[config.mk]
export PLATFORM = sky130hd
export DESIGN_NAME = mips_boot_ctrl
export DESIGN_NICKNAME = d
export VERILOG_FILES = /design/src/rtl/mips_ctrl_pkg.sv /design/src/rtl/mips_run_counter.sv /design/src/rtl/mips_boot_ctrl.sv
export SDC_FILE = /design/constraint.sdc
export NUM_CORES = 1
export LEC_CHECK = 0
export CORE_MARGIN = 5
export CORE_UTILIZATION = 47
export CTS_CLUSTER_SIZE = 40
export DETAILED_ROUTE_END_ITERATION = 8
export GPL_TIMING_DRIVEN = 0
export PLACE_DENSITY = 0.88
export SETUP_SLACK_MARGIN = 0.2
export SLEW_MARGIN = 10
export SYNTH_ARGS = -nofsm -noshare
export SYNTH_HDL_FRONTEND = slang
export SYNTH_SLANG_ARGS = --single-unit
[constraint.sdc]
create_clock -name CLK -period 4.8 [get_ports CLK]
set_input_delay 1.44 -clock CLK [delete_from_list [all_inputs] [get_ports CLK]]
set_output_delay 1.44 -clock CLK [all_outputs]
set_load 0.02 [all_outputs]
[src/rtl/mips_ctrl_pkg.sv]
// mips_ctrl_pkg
// Shared definitions for the MIPS boot controller: the sequencer state
// encoding, the CAUSE codes reported when a sequence ends, and the default
// sizing of the instruction memory and the run-cycle counter.

package mips_ctrl_pkg;

    // Default instruction-memory depth (words) and run-counter width (bits).
    localparam int DEF_MAX_WORDS = 64;
    localparam int DEF_CNT_W     = 16;

    // Sequencer states.
    //   ST_IDLE  : CPU held in reset, waiting for START.
    //   ST_LOAD  : accepting program words from the loader.
    //   ST_FLUSH : one cycle so the final instruction write lands under reset.
    //   ST_RUN   : CPU released from reset, cycles counted.
    //   ST_FIN   : sequence ended, results held until START or ABORT.
    typedef enum logic [2:0] {
        ST_IDLE  = 3'd0,
        ST_LOAD  = 3'd1,
        ST_FLUSH = 3'd2,
        ST_RUN   = 3'd3,
        ST_FIN   = 3'd4
    } state_e;

    // Reason a sequence ended.
    localparam logic [1:0] CAUSE_NONE     = 2'b00;
    localparam logic [1:0] CAUSE_BUDGET   = 2'b01;
    localparam logic [1:0] CAUSE_PC_HALT  = 2'b10;
    localparam logic [1:0] CAUSE_OVERFLOW = 2'b11;

endpackage

[src/rtl/mips_run_counter.sv]
// mips_run_counter
// Saturating run-cycle counter with a captured budget.
//
// Ports
//   clk_i     in   1      clock, rising edge
//   rst_ni    in   1      asynchronous active-low reset
//   clr_i     in   1      clear the count and capture budget_i
//   en_i      in   1      count this cycle (saturates at all-ones)
//   budget_i  in   CNT_W  budget sampled when clr_i is high; 0 = unlimited
//   count_o   out  CNT_W  registered cycle count
//   match_o   out  1      this cycle is the last one of a non-zero budget
//                         (count_o + 1 == captured budget)

module mips_run_counter
    import mips_ctrl_pkg::*;
#(
    parameter int CNT_W = DEF_CNT_W
) (
    input  logic             clk_i,
    input  logic             rst_ni,
    input  logic             clr_i,
    input  logic             en_i,
    input  logic [CNT_W-1:0] budget_i,
    output logic [CNT_W-1:0] count_o,
    output logic             match_o
);

    logic [CNT_W-1:0] count_q,  count_d;
    logic [CNT_W-1:0] budget_q, budget_d;
    logic [CNT_W:0]   count_inc;

    // One bit wider so the compare against the budget never wraps when the
    // count sits at all-ones.
    assign count_inc = {1'b0, count_q} + {{CNT_W{1'b0}}, 1'b1};

    always_comb begin
        count_d  = count_q;
        budget_d = budget_q;
        if (clr_i) begin
            count_d  = '0;
            budget_d = budget_i;
        end else if (en_i && (count_q != {CNT_W{1'b1}})) begin
            count_d = count_inc[CNT_W-1:0];
        end
    end

    always_ff @(posedge clk_i or negedge rst_ni) begin
        if (!rst_ni) begin
            count_q  <= '0;
            budget_q <= '0;
        end else begin
            count_q  <= count_d;
            budget_q <= budget_d;
        end
    end

    assign count_o = count_q;
    assign match_o = (budget_q != '0) && (count_inc == {1'b0, budget_q});

endmodule

[src/rtl/mips_boot_ctrl.sv]
// mips_boot_ctrl
// Loads a program into a MIPS CPU's instruction memory through its write
// port while holding the CPU in reset, then releases the CPU for a bounded
// run and reports why the run ended.
//
// Ports
//   CLK         in   1       clock, rising edge
//   RST         in   1       asynchronous active-low reset
//   START       in   1       begin load+run (ignored while BUSY)
//   ABORT       in   1       return to IDLE next cycle (highest priority)
//   LD_VALID    in   1       loader word valid
//   LD_DATA     in   32      loader instruction word
//   LD_LAST     in   1       final word of the program
//   LD_READY    out  1       a loader word is accepted this cycle
//   RUN_CYCLES  in   CNT_W   run budget captured on START; 0 = unlimited
//   HALT_EN     in   1       enable PC-match halt
//   HALT_PC     in   32      PC-match halt address
//   CPU_PC      in   32      current CPU PC
//   W_Ins       out  32      instruction word to the CPU write port
//   WE          out  1       CPU instruction-write strobe
//   CPU_RST     out  1       active-high CPU reset
//   BUSY        out  1       LOAD, FLUSH or RUN in progress
//   DONE        out  1       sequence finished (sticky in FIN)
//   CAUSE       out  2       end reason: none / budget / PC halt / overflow
//   WORDS       out  log2(MAX_WORDS)+1  words loaded
//   CYCLES      out  CNT_W   CPU cycles run
//   STATE_DBG   out  3       current sequencer state
//
// Handshake: a loader word transfers on a rising edge where LD_VALID and
// LD_READY are both high; LD_DATA/LD_LAST are only looked at on that edge.
// LD_READY is registered, so it cannot react to LD_VALID in the same cycle.
//
// All outputs are registered. The per-state outputs are computed from the
// next state, so they line up with the state register.

module mips_boot_ctrl
    import mips_ctrl_pkg::*;
#(
    parameter int MAX_WORDS = DEF_MAX_WORDS,
    parameter int CNT_W     = DEF_CNT_W
) (
    input  logic                       CLK,
    input  logic                       RST,
    input  logic                       START,
    input  logic                       ABORT,
    input  logic                       LD_VALID,
    input  logic [31:0]                LD_DATA,
    input  logic                       LD_LAST,
    output logic                       LD_READY,
    input  logic [CNT_W-1:0]           RUN_CYCLES,
    input  logic                       HALT_EN,
    input  logic [31:0]                HALT_PC,
    input  logic [31:0]                CPU_PC,
    output logic [31:0]                W_Ins,
    output logic                       WE,
    output logic                       CPU_RST,
    output logic                       BUSY,
    output logic                       DONE,
    output logic [1:0]                 CAUSE,
    output logic [$clog2(MAX_WORDS):0] WORDS,
    output logic [CNT_W-1:0]           CYCLES,
    output state_e                     STATE_DBG
);

    localparam int WW = $clog2(MAX_WORDS) + 1;

    state_e          state_q,    state_d;
    logic            we_q,       we_d;
    logic [31:0]     w_ins_q,    w_ins_d;
    logic [WW-1:0]   words_q,    words_d;
    logic [1:0]      cause_q,    cause_d;
    logic            ld_ready_q, ld_ready_d;
    logic            cpu_rst_q,  cpu_rst_d;
    logic            busy_q,     busy_d;
    logic            done_q,     done_d;

    logic            cnt_clr;
    logic            cnt_en;
    logic            cnt_match;
    logic            xfer;
    logic            halt_hit;
    logic [WW-1:0]   words_inc;

    assign xfer      = LD_VALID && ld_ready_q;
    assign halt_hit  = HALT_EN && (CPU_PC == HALT_PC);
    assign words_inc = words_q + WW'(1);

    mips_run_counter #(
        .CNT_W (CNT_W)
    ) u_run_counter (
        .clk_i    (CLK),
        .rst_ni   (RST),
        .clr_i    (cnt_clr),
        .en_i     (cnt_en),
        .budget_i (RUN_CYCLES),
        .count_o  (CYCLES),
        .match_o  (cnt_match)
    );

    always_comb begin
        state_d = state_q;
        we_d    = 1'b0;
        w_ins_d = w_ins_q;
        words_d = words_q;
        cause_d = cause_q;
        cnt_clr = 1'b0;
        cnt_en  = 1'b0;

        if (ABORT) begin
            // Counters keep their values so software can see how far it got.
            state_d = ST_IDLE;
            cause_d = CAUSE_NONE;
        end else begin
            case (state_q)
                ST_IDLE, ST_FIN: begin
                    if (START) begin
                        state_d = ST_LOAD;
                        words_d = '0;
                        cause_d = CAUSE_NONE;
                        cnt_clr = 1'b1;
                    end
                end
                ST_LOAD: begin
                    if (xfer) begin
                        we_d    = 1'b1;
                        w_ins_d = LD_DATA;
                        words_d = words_inc;
                        if (LD_LAST || (words_inc == WW'(MAX_WORDS))) begin
                            state_d = ST_FLUSH;
                            // Memory filled without a LAST marker: the program
                            // is truncated, so it must never be run.
                            if (!LD_LAST) begin
                                cause_d = CAUSE_OVERFLOW;
                            end
                        end
                    end
                end
                ST_FLUSH: begin
                    state_d = (cause_q == CAUSE_OVERFLOW) ? ST_FIN : ST_RUN;
                end
                ST_RUN: begin
                    cnt_en = 1'b1;
                    // PC halt wins over the budget when both hit together.
                    if (halt_hit) begin
                        state_d = ST_FIN;
                        cause_d = CAUSE_PC_HALT;
                    end else if (cnt_match) begin
                        state_d = ST_FIN;
                        cause_d = CAUSE_BUDGET;
                    end
                end
                default: begin
                    state_d = ST_IDLE;
                end
            endcase
        end

        ld_ready_d = (state_d == ST_LOAD);
        cpu_rst_d  = (state_d != ST_RUN);
        busy_d     = (state_d == ST_LOAD) || (state_d == ST_FLUSH) || (state_d == ST_RUN);
        done_d     = (state_d == ST_FIN);
    end

    always_ff @(posedge CLK or negedge RST) begin
        if (!RST) begin
            state_q    <= ST_IDLE;
            we_q       <= 1'b0;
            w_ins_q    <= '0;
            words_q    <= '0;
            cause_q    <= CAUSE_NONE;
            ld_ready_q <= 1'b0;
            cpu_rst_q  <= 1'b1;
            busy_q     <= 1'b0;
            done_q     <= 1'b0;
        end else begin
            state_q    <= state_d;
            we_q       <= we_d;
            w_ins_q    <= w_ins_d;
            words_q    <= words_d;
            cause_q    <= cause_d;
            ld_ready_q <= ld_ready_d;
            cpu_rst_q  <= cpu_rst_d;
            busy_q     <= busy_d;
            done_q     <= done_d;
        end
    end

    assign LD_READY  = ld_ready_q;
    assign W_Ins     = w_ins_q;
    assign WE        = we_q;
    assign CPU_RST   = cpu_rst_q;
    assign BUSY      = busy_q;
    assign DONE      = done_q;
    assign CAUSE     = cause_q;
    assign WORDS     = words_q;
    assign STATE_DBG = state_q;

endmodule

==> impl_metrics.csv <==
group,metric,value,unit
hold_path,hp-class,"reg -> reg",
power,switchingPower,663,µW
logic_synthesis,seq_area_frac_synth,0.456,
detailed_routing,vias,4405,
cells_and_area,fin_util,0.720,
detailed_routing,drt_iter0_drc,165,
cells_and_area,num-nets-final,816,
logic_synthesis,yosysTopAreaCell,"dfrtp_1",
critical_path,crit_type,"in -> reg",
placement,dp_hpwl,10600,µm
timing,fin_crit,3.69,ns
timing,final_max_slew_viol_count,0,
detailed_routing,drc_errors,0,
logic_synthesis,syn_nets,621,
cells_and_area,diodes,0,
logic_synthesis,synthFlopType,"dfrtp_1",
critical_path,critPathArrivalTime,3.95,ns
critical_path,startpoint_type,"input pin",
critical_path,crit_chain,"clkdlybuf4s50_1 -> clkbuf_4 -> nor3_1 -> nand2_1 -> a21oi_1 -> clkbuf_1 -> nand2_1 -> a21bo_2 -> o31ai_1",
timing,max_slew_margin,0.475,
global_route,grtUsageTotal,0.234,
clock_network,hold_buffers,0,
clock_network,cts_tree,"built",
placement,pre_cts_ws,0.749,ns
timing,fin_tns_setup,0,ns
die,die_w,107,µm
logic_synthesis,synth-edff-count,0,
logic_synthesis,synthDominantCellAreaShare,0.450,
critical_path,reg2reg_depth,9,
power,power_frac_clock,0.239,
critical_path,critical-path-slowest-cell,"nor3_1",
timing,period_share,0.768,
power,powerDensity,302,nW/µm²
power,combPwrFrac,0.324,
critical_path,endpoint_kind,"register",
detailed_routing,routed_wl,13400,µm
logic_synthesis,syn_area,4450,µm²
logic_synthesis,syn_inst,500,
logic_synthesis,synth_cell_types,58,
clock_network,cts-resized-gates,0,
logic_synthesis,synth-seq-cells,81,
die,rows,35,
global_route,grt_max_degree,65,
power,p_total,2010,µW
die,ioPinCount,184,
critical_path,crit_path_max_incr_delay,0.61,ns
clock_network,cts_root_buffer,"clkbuf_8",
clock_network,clock_sinks,81,
detailed_routing,drt-pass1-iter-count,5,
global_route,grt_pass1_vias,4448,
die,fp.coreArea,9240,µm²
power,intPower,1340,µW
power,p_seq_frac,0.436,
cells_and_area,drive_gt1_frac,0.0671,
die,die_area,11500,µm²
critical_path,cp_max_fo,10,
clock_network,post_cts_buffers,0,
timing,setup_ws,1.11,ns
global_route,grt_overflow,0,
cells_and_area,syn2layout_area_growth,49.6,%
clock_network,htree_num_levels,3,
timing,hold_viol,0,
logic_synthesis,ys_warn_count,0,
clock_network,cts_buffer_depth,2,
detailed_routing,avgViaCountPerCell,5.31,
job,drv_cap,0,
timing,setup_viol,0,
cells_and_area,stdcell_count,829,
global_route,grt_pass1_wl,21600,µm
die,initial_core_util,0.482,
die,die_y,107,µm
clock_network,cts_buffers,9,
detailed_routing,avgRoutedWirePerCell,16.1,µm
critical_path,cpMostUsedCell,"nand2_1",
global_route,antenna_found_initial,0,
placement,place.port_buffers,183,
run_status,status,"finished, final reports clean",
logic_synthesis,ys_async_sr_fraction,1.00,
logic_synthesis,synth.area.top_cells,"dfrtp_1, nand2_1, xor2_1, mux2_2, o21ai_0",
timing,fmax,271,MHz
clock_network,clk_transition_reported_paths,0.09,ns
logic_synthesis,avgSynthCellArea,8.90,µm²
timing,rsz0062_at_grt,"false",
timing,finalClockSkew,0.0125,ns
power,p_leak,0.00278,µW
timing,worst_slew_pin_slew,0.781,ns
cells_and_area,fillers,704,
placement,dp.cells,813,
critical_path,rrSetupSlack,1.72,ns
critical_path,crit_required,5.07,ns
power,p_sw_frac,0.331,
hold_path,whs_path_depth,2,
power,ir_drop,0.178,mV
clock_network,clk_latency,0.36,ns
placement,place_congestion,0.921,
detailed_routing,ant_nets,0,
## cells in the final DEF (no fill, tap or decap), drive strengths merged, types with 4 or more instances in the layout
cell type and count:
o21ai 35, nand2b 4, a21oi 8, o31ai 5, and3 6, inv 6
nor2b 5, o211ai 4, nor2 17, nand2 133, xor2 37, xnor2 16
nor3 20, dfrtp 80, clkdlybuf4s50 182, buf 5, nand4 9, mux2 16
nor4 22, clkbuf 29, nand3 17
## synth_stat cells (4+ instances only)
master / n
nand2b_1: 4
o211ai_1: 4
nor2b_1: 5
and3_1: 5
a21oi_1: 8
xnor2_1: 16
nor3_1: 19
nor4_1: 21
o31ai_1: 5
xor2_1: 37
nor2_1: 16
nand2_1: 133
clkbuf_1: 18
o21ai_0: 34
mux2_2: 16
dfrtp_1: 80
nand4_1: 9
nand3_1: 15
## worst max-delay path: cells and delay by family
kind / cells / cell delay, ns
AND/OR/NAND/NOR: 3 / 0.96
AO/OA/AOI/OAI: 3 / 0.52
buffers and inverters: 3 / 1.04
## state kept, by name, indices dropped and copies added (netlist names)
signal,cells
u_run_counter.count_o,16
LD_READY,1
WORDS,7
CAUSE,2
DONE,1
WE,1
STATE_DBG,3
W_Ins,32
CPU_RST,1
BUSY,1
u_run_counter.budget_q,16
## worst paths after layout
path / start / end
worst max-delay path: ABORT / u_run_counter.count_o[15]
worst min-delay path: W_Ins[28] / W_Ins[28]
worst max register to register: u_run_counter.count_o[0] / u_run_counter.count_o[3]
worst min register to register: W_Ins[28] / W_Ins[28]
max in group asynchronous: RST / u_run_counter.count_o[11]
min in group asynchronous: RST / W_Ins[6]
## logic make-up after synthesis
logic type / after synthesis / synth area share
AOI/OAI and AO/OA: 69 / 0.0959
xor gates and xnor gates: 53 / 0.104
muxes: 18 / 0.0450
DFF: 81 / 0.456
adders and majority gates: 2 / 0.00562
and+or+nand+nor: 251 / 0.271
buffers and inverters: 26 / 0.0228
## cell type report
| type | count | area [µm²] | area share |
|---|---|---|---|
| clock buffer | 10 | 138 | 0.0207 |
| multi-input combinational | 393 | 2320 | 0.349 |
| sequential | 81 | 2030 | 0.305 |
| buffer | 22 | 86.3 | 0.0130 |
| inverter | 4 | 15.0 | 0.00226 |
| clock inverter | 6 | 48.8 | 0.00733 |
| timing repair buffer | 184 | 1860 | 0.279 |
| tap | 129 | 161 | 0.0243 |
## through the flow
| step | hold WS (ns) | area [µm²] |
|---|---|---|
| after floorplan | 0.508 | 4450 |
| after global placement | 0.459 | 6440 |
| after detailed placement | 0.461 | 6470 |
| after CTS | 0.484 | 6650 |
| after global routing | 0.514 | 6650 |
| final | 0.481 | 6650 |
## routing by layer
layer / wire length (µm) / vias up / GRT usage
li1: - / 2123 / -
met1: 5210 / 2108 / 0.285
met2: 7160 / 142 / 0.420
met3: 580 / 32 / 0.0342
met4: 404 / 0 / 0.0831
met5: 0 / - / 0
## power groups by stage
| stage | Clock, µW | Sequential [µW] | Combinational, µW |
|---|---|---|---|
| floorplan | 0 | 981 | 200 |
| global placement | 0 | 882 | 632 |
| detailed placement | 0 | 888 | 653 |
| CTS | 487 | 875 | 657 |
| global route | 518 | 890 | 701 |
| finish | 480 | 876 | 651 |
Note: power is estimated with default switching activity, not from simulation.
